`config.mk`:
```
export PLATFORM = sky130hd
export DESIGN_NAME = fifo_wr_arbiter
export DESIGN_NICKNAME = d
export VERILOG_FILES = /design/src/rtl/fifo_wr_arbiter.sv
export SDC_FILE = /design/constraint.sdc
export NUM_CORES = 1
export LEC_CHECK = 0
export ABC_AREA = 1
export ABC_CLOCK_PERIOD_IN_PS = 1350
export BUFFER_PORTS_ARGS = -buffer_cell sky130_fd_sc_hd__buf_2
export CORE_AREA = 2 2 45 79
export CTS_CLUSTER_DIAMETER = 40
export DETAILED_ROUTE_END_ITERATION = 12
export DIE_AREA = 0 0 47 81
export GPL_ROUTABILITY_DRIVEN = 0
export GPL_TIMING_DRIVEN = 0
export PLACE_DENSITY = 0.8
export SKIP_LAST_GASP = 1
export SLEW_MARGIN = 20
export SYNTH_ARGS = -nofsm -noshare
export SYNTH_HDL_FRONTEND = slang
export SYNTH_SLANG_ARGS = --single-unit
```
`constraint.sdc`:
```
create_clock -name clk -period 1.35 [get_ports clk]
set_input_delay 0.0675 -clock clk [delete_from_list [all_inputs] [get_ports clk]]
set_output_delay 0.0675 -clock clk [all_outputs]
set_load 0.05 [all_outputs]
```
`src/rtl/fifo_wr_arbiter.sv`:
```
// Purpose: round-robin sharing of one fifo write port among N_REQ producers, burst-locked to MAX_BURST words.
// Latency: one cycle from first req_valid in IDLE to the first possible write; back-to-back grants have no bubble.
// Backpressure: fifo full stalls the current owner (grant held, beat count frozen, no timeout); non-owners are never ready.
//
// Ports:
//   clk, rst            - rising-edge clock, synchronous active-high reset
//   req_valid/req_data  - per-producer word offer, producer i data on [i*D_WIDTH +: D_WIDTH]
//   req_ready           - per-producer accept, only the owner can see it high
//   full                - fifo full flag
//   wr/w_data           - fifo write strobe and data
//   grant/busy          - registered one-hot owner and "in GRANT" flag
module fifo_wr_arbiter #(
    parameter int N_REQ     = 4,
    parameter int D_WIDTH   = 8,
    parameter int MAX_BURST = 4
) (
    input  logic                       clk,
    input  logic                       rst,
    input  logic [N_REQ-1:0]           req_valid,
    input  logic [N_REQ*D_WIDTH-1:0]   req_data,
    output logic [N_REQ-1:0]           req_ready,
    input  logic                       full,
    output logic                       wr,
    output logic [D_WIDTH-1:0]         w_data,
    output logic [N_REQ-1:0]           grant,
    output logic                       busy
);

    localparam int IW  = $clog2(N_REQ);
    localparam int IW1 = IW + 1;
    localparam int BW  = $clog2(MAX_BURST) + 1;

    localparam logic [BW-1:0]  LAST_BEAT = BW'(MAX_BURST - 1);
    localparam logic [IW-1:0]  LAST_IDX  = IW'(N_REQ - 1);
    localparam logic [IW1-1:0] N_WIDE    = IW1'(N_REQ);

    typedef enum logic {
        IDLE  = 1'b0,
        GRANT = 1'b1
    } state_t;

    state_t            state, state_nxt;
    logic [IW-1:0]     owner, owner_nxt;
    logic [IW-1:0]     last, last_nxt;
    logic [BW-1:0]     beat_cnt, beat_cnt_nxt;
    logic [N_REQ-1:0]  grant_q, grant_nxt;

    logic [IW-1:0]     arb_start;
    logic [IW-1:0]     arb_win;
    logic              arb_found;
    logic [IW1-1:0]    idx;

    logic              in_grant;
    logic              own_valid;
    logic [D_WIDTH-1:0] own_data;
    logic              accept;
    logic              release_now;

    // Arbitration always starts one past the most recent owner: the live
    // owner while in GRANT (release re-arbitrates the same cycle), or the
    // remembered last owner while in IDLE. Wrapping reaches the old owner
    // last, so a sole requester that hit its burst limit is regranted.
    always_comb begin
        arb_start = (state == GRANT) ? owner : last;
        arb_start = (arb_start == LAST_IDX) ? '0 : arb_start + 1'b1;
        arb_found = 1'b0;
        arb_win   = '0;
        idx       = '0;
        for (int k = 0; k < N_REQ; k++) begin
            idx = {1'b0, arb_start} + IW1'(k);
            if (idx >= N_WIDE) begin
                idx = idx - N_WIDE;
            end
            if (!arb_found && req_valid[idx[IW-1:0]]) begin
                arb_found = 1'b1;
                arb_win   = idx[IW-1:0];
            end
        end
    end

    assign own_valid = req_valid[owner];
    assign own_data  = req_data[int'(owner)*D_WIDTH +: D_WIDTH];

    // Reset cycle is masked so a burst interrupted by rst never transfers
    // a word on the edge that aborts it.
    assign in_grant = (state == GRANT) && !rst;
    assign accept   = in_grant && own_valid && !full;

    always_comb begin
        req_ready = '0;
        if (in_grant && !full) begin
            req_ready[owner] = 1'b1;
        end
    end

    assign wr     = accept;
    assign w_data = in_grant ? own_data : '0;

    // Owner yields when it goes quiet or its final permitted beat is taken.
    // A full-stall (valid, full) is neither, so grant and beat_cnt hold.
    assign release_now = (state == GRANT) &&
                         (!own_valid || (accept && (beat_cnt == LAST_BEAT)));

    always_comb begin
        state_nxt    = state;
        owner_nxt    = owner;
        last_nxt     = last;
        beat_cnt_nxt = beat_cnt;
        grant_nxt    = '0;

        case (state)
            IDLE: begin
                if (arb_found) begin
                    state_nxt    = GRANT;
                    owner_nxt    = arb_win;
                    beat_cnt_nxt = '0;
                end
            end
            GRANT: begin
                if (release_now) begin
                    last_nxt     = owner;
                    beat_cnt_nxt = '0;
                    if (arb_found) begin
                        owner_nxt = arb_win;
                    end else begin
                        state_nxt = IDLE;
                    end
                end else if (accept) begin
                    beat_cnt_nxt = beat_cnt + 1'b1;
                end
            end
            default: begin
                state_nxt = IDLE;
            end
        endcase

        if (state_nxt == GRANT) begin
            grant_nxt[owner_nxt] = 1'b1;
        end
    end

    always_ff @(posedge clk) begin
        if (rst) begin
            state    <= IDLE;
            owner    <= '0;
            last     <= LAST_IDX;
            beat_cnt <= '0;
            grant_q  <= '0;
        end else begin
            state    <= state_nxt;
            owner    <= owner_nxt;
            last     <= last_nxt;
            beat_cnt <= beat_cnt_nxt;
            grant_q  <= grant_nxt;
        end
    end

    assign grant = grant_q;
    assign busy  = (state == GRANT);

endmodule
```
# Word level (Yosys, flattened, before mapping)
# Cells that the tools add are included.
[word_totals] reg_bits=12 input_bits=39 word_cells=94
[op_classes] n_addsub=9 magnitude_cmp=12 eq_ne=4 shifts=1 muxes=40 bitwise_logic=2 reduce_logical=21
[op_table] op="32-bit by 6-bit indexed part select with 8-bit output" n=1
[op_table] op="2-bit 2-to-1 mux" n=12
[op_table] op="2-bit by 3-bit less-than comparator with 1-bit output (second input constant)" n=6
[op_table] op="1-bit 2-to-1 mux" n=13
[op_table] op="1-bit logical AND" n=11
[op_table] op="1-bit binary-select mux with 2-bit select" n=5
[op_table] op="3-bit greater-or-equal comparator (second input constant)" n=3
[op_table] op="3-bit 2-to-1 mux" n=3
[op_table] op="8-bit 2-to-1 mux" n=1
[op_table] op="2-bit by 1-bit subtractor with 2-bit output (second input constant)" n=4
[op_table] op="2-bit by 2-bit adder with 3-bit output (second input constant)" n=2
[op_table] op="1-bit logical NOT" n=6
[op_table] op="3-bit one-hot mux with 2 select lines" n=1
[op_table] op="1-bit demux with 2-bit select" n=2
[op_table] op="2-bit by 1-bit greater-or-equal comparator with 1-bit output (second input constant)" n=2
[op_table] op="4-bit 2-to-1 mux" n=1
[op_table] op="2-bit one-hot mux with 2 select lines" n=1
[op_table] op="2-bit AND reduction" n=2
[op_table] op="2-bit by 1-bit adder with 3-bit output (second input constant)" n=1
[op_table] op="3-bit by 1-bit adder with 3-bit output (second input constant)" n=1
[op_table] op="3-bit by 2-bit equality test with 1-bit output (second input constant)" n=1
[op_table] op="2-bit by 3-bit greater-or-equal comparator with 1-bit output (second input constant)" n=1
[op_table] op="3-bit by 1-bit inequality test with 1-bit output (second input constant)" n=1
[op_table] op="2-bit by 1-bit adder with 2-bit output (second input constant)" n=1
[op_table] op="other kinds (6)" n=7

# Depth between registers and ports, before layout
[depth] word_depth=24 ltp_mapped=15

# Worst setup path after synthesis
# OpenSTA, ideal clock, no wires.
[synth_path] path_type="register to output" start="register state, in the netlist busy" end="output port req_ready[0]" t_arrival_ns=2.488 required_time_ns=1.283 path_slack_ns=-1.205 path_stages_with_launch=8 n_path_buf=2 cell_sequence="dfxtp_1 -> buf_6 -> inv_6 -> nor2_1 -> inv_2 -> or2_1 -> clkbuf_1 -> nor3_1"
[synth_via] elab_chain_len=3
[synth_rtl] item="from (decl)" line_no="42" rtl="state_t state, state_nxt;"
[synth_rtl] item="from (signal assigned)" line_no="150" rtl="state <= state_nxt;"
[synth_rtl] item="1-bit logical AND" line_no="86" rtl="assign in_grant = (state == GRANT) && !rst;"
[synth_rtl] item="1-bit logical AND" line_no="91" rtl="if (in_grant && !full) begin"
[synth_rtl] item="4-bit 2-to-1 mux" line_no="91"
[synth_rtl] item="to (decl)" line_no="21" rtl="output logic [N_REQ-1:0] req_ready,"
# No other way between the ends.

# Worst setup path after layout
[layout_path] start="register last[0]" end="register beat_cnt[2]"
[layout_via] elab_chain_len=19 elab_cells_between_ends=39 cone_classes="8 x add/sub; 4 x order compare; 2 x eq/ne; 18 x mux; 7 x reduce/logical"
[layout_rtl] item="from (decl)" line_no="44" rtl="logic [IW-1:0] last, last_nxt;"
[layout_rtl] item="from (signal assigned)" line_no="152" rtl="last <= last_nxt;"
[layout_rtl] item="2-bit 2-to-1 mux *" line_no="64" rtl="arb_start = (state == GRANT) ? owner : last;"
[layout_rtl] item="2-bit by 1-bit adder with 2-bit output or 2-bit equality test (tied branches)" line_no="65" rtl="arb_start = (arb_start == LAST_IDX) ? '0 : arb_start + 1'b1;"
[layout_rtl] item="2-bit 2-to-1 mux *" line_no="65"
[layout_rtl] item="parallel branches: the longest is 13 deep, another holds 2-bit by 1-bit adder with 3-bit output"
[layout_rtl] item="1-bit 2-to-1 mux *" line_no="74" rtl="if (!arb_found && req_valid[idx[IW-1:0]]) begin"
[layout_rtl] item="2-bit inequality test (no line) *"
[layout_rtl] item="2-bit AND reduction (no line) *"
[layout_rtl] item="to (signal assigned)" line_no="153" rtl="beat_cnt <= beat_cnt_nxt;"
[layout_rtl] item="to (decl)" line_no="45" rtl="logic [BW-1:0] beat_cnt, beat_cnt_nxt;"
# Every way passes the cells marked *. The select of a mux whose other input is x is not followed.
# A chain may end at the register's enable or synchronous reset.

==> results.cfg <==
[status]
status = complete, but fails checks
failed_checks = negative setup slack

[grt]
grt_max_degree = 11
grt_pass1_vias = 1615
overflow = 0
grt_util_all_layers_pct = 24.2
antenna_found_initial = 0
grt_pass1_wl_mm = 6.83

[cells_and_area]
area_growth_pct = 99.0
antenna_cells = 0
layout_commonest_cell = buf_2
nets = 324
drive_gt1_share_pct = 72.0
mostFrequentLayoutCells = buf_2 (43), nand2_1 (33), nand2_2 (24), buf_6 (24), nand2_4 (22)

[synth]
yosysTopAreaCell = dfxtp_1
syn_avg_cell_area_um2 = 6.54
synth_top_area_share_pct = 19.2
synth-seq-cells = 12
ys_seq_area_share_pct = 19.2
ys_types = 29
syn_inst = 191
syn_nets = 232
ys_warn_count = 0
synth_area_leaders = dfxtp_1 (19%), nand2_1 (17%), nand2_2 (10%)
synth_area_mm2 = 0.00125

[timing]
finClkSkew_ps = 13.5
slew_headroom_pct = 81.3
min_period_ps = 1830
slew_violations = 0
max_freq_mhz = 547
finalWorstSetupSlack_ps = -478
post-route-period-util_pct = 135
tightest_slew_ps = 280
hold_viol_final = 0
setup_viol = 25
rsz0062_at_grt = true

[setup_path]
cp.arrival_ps = 2010
startpoint_type = flip-flop
critPathKind = reg -> reg
critPathMaxStageDelay_ps = 460
r2r-start = last[0]$_SDFFE_PP1P_
crit_path_start = last[0]$_SDFFE_PP1P_
rr_endpoint = beat_cnt[2]$_SDFFE_PP0P_
crit_chain = inv_2 > nand2_2 > nand2_8 > nand2_4 > nand2_8 > nand2_4 > nand2_2 > nor2_4 > nand4_1 > nand2_2 > nand2_1 > a21oi_2
reg2reg_slack_ps = -480
cp_max_fo = 8
critPathMostFrequentCell = nand2_2
reg2reg_depth = 12
crit_path_top_delay_cell = dfxtp_1
cp.required_ps = 1540
critPathCaptureType = flip-flop

[worst_hold_path]
hold_start = rst
hold_depth = 2
hold_path_end = owner[0]$_SDFF_PP0_
hp-class = in -> reg

[clocking]
cts_tree = done
htreeDepth = 1
cts_buffers = 3
cts-root-buf = clkbuf_8
cts_buffer_depth = 2
clock_latency_ps = 250
path_clk_slew_ps = 60
clock-sinks = 12
cts_hold_buf = 0

[placement]
io_buffers = 55
detailed_place_hpwl_mm = 2.87
detailedPlace.worstSlack_ps = -398

[pwr]
finalPower_uw = 5580
clkPwrFrac_pct = 7.2
power_leakage_uw = 0.00119
seqPwrFrac_pct = 11.1
intPower_uw = 2600
p_sw_uw = 2980
comb_power_share_pct = 81.7
ir_drop_uv = 1070
p_sw_share_pct = 53.5
powerDensity_mw_per_mm2 = 2240

[floorplan]
dieArea_mm2 = 0.00381
start_util_pct = 38.8
core-area_mm2 = 0.00322
io_pins = 57
fp.dieW_um = 47
rows = 28
die_h_um = 81

[detailed_routing]
post_drt_wl_per_cell_um = 16.4
vias = 1769
drc_errors = 0
drt_iter0_drc = 46
ant_nets = 0
routed_wl_mm = 5.36
drtPass1Iterations = 5
viasPerCell = 5.41

[run]
maxCapViolations = 0
## power by group through the flow
stage	clock network, uW	registers (uW)	logic, uW
floorplan	0	741	2070
detailed placement	0	577	2740
CTS	393	595	3500
finish	402	619	4560
global placement	0	575	2690
global route	420	627	4820
## sequential cells by signal, indices dropped and copies added, names as in the netlist
| name | cells |
|---|---|
| beat_cnt | 3 |
| busy | 1 |
| grant | 4 |
| last | 2 |
| owner | 2 |
## cell families (layout without fill, tap and decap cells)
kind of cell / Yosys count / count (layout) / share of synthesized area, %
buffers and inverters: 23 / 112 / 8.61
and+or+nand+nor: 120 / 122 / 51.3
DFF: 12 / 12 / 19.2
adders and majority gates: 2 / 2 / 2.00
AOI/OAI and AO/OA: 34 / 34 / 18.9
## per-stage QoR
stage	std cells	cell area (um2)	hold WS [ps]	setup TNS (ps)	utilization [%]
floorplan	191	1370	330	-4050	-
global placement	291	1700	376	-5430	52.9
detailed placement	291	1700	378	-5740	52.9
CTS	311	2100	125	-5240	65.3
global route	327	2490	176	-9350	77.2
finish	327	2490	159	-7840	77.2
## metal layers
metal	up-vias	share of wire [%]	track usage, %
li1	822	-	-
met1	834	36	22.2
met2	79	56	47.0
met3	34	3.4	3.78
met4	0	4.3	11.7
met5	-	0	0
## synthesized netlist by cell type (all sizes together)
cell and n:
inv 18, nor2 16, nand2 82, dfxtp 12, a31oi 1, nor3 2
nand3 17, nand4 2, ha 2, a21oi 12, o211ai 2, buf 3
or2 1, a22oi 17, clkinv 1, clkbuf 1, o21ai 2
## worst max-delay path: cells and delay by family (launching register included)
kind / cells / cell delay, ps
compound gates: 1 / 110
buf+inv: 1 / 60
flops: 1 / 460
simple gates: 10 / 1120
## what timing repair did
| item | CTS | global route |
|---|---|---|
| pin swaps | 17 | 41 |
| setup endpoints to repair | 25 | 25 |
| setup buffers | 15 | 16 |
| gates resized for setup | 60 | 65 |
| gates cloned | 2 | 1 |
## how the worst max path moves through the flow
stage                               endpoint  slack [ps]  cells after the start
finish              beat_cnt[2]$_SDFFE_PP0P_        -480                     12
global route        beat_cnt[2]$_SDFFE_PP0P_        -550                     12
CTS                                       wr        -310                      7
detailed placement       grant[0]$_SDFF_PP0_        -400                     11
global placement         grant[0]$_SDFF_PP0_        -380                     11
floorplan                       req_ready[0]        -360                      7
## cell type report
cell class / instances / area, um2
repair buffers: 85 / 651
inverters: 19 / 101
multi-input cells: 158 / 1320
well taps: 45 / 56.3
flip-flops and latches: 12 / 249
plain buffers: 3 / 45.0
repair inverters: 1 / 7.51
clock buffers: 4 / 55.1
fillers: 208 / 736
No activity file was read; power rests on OpenSTA's default activity.
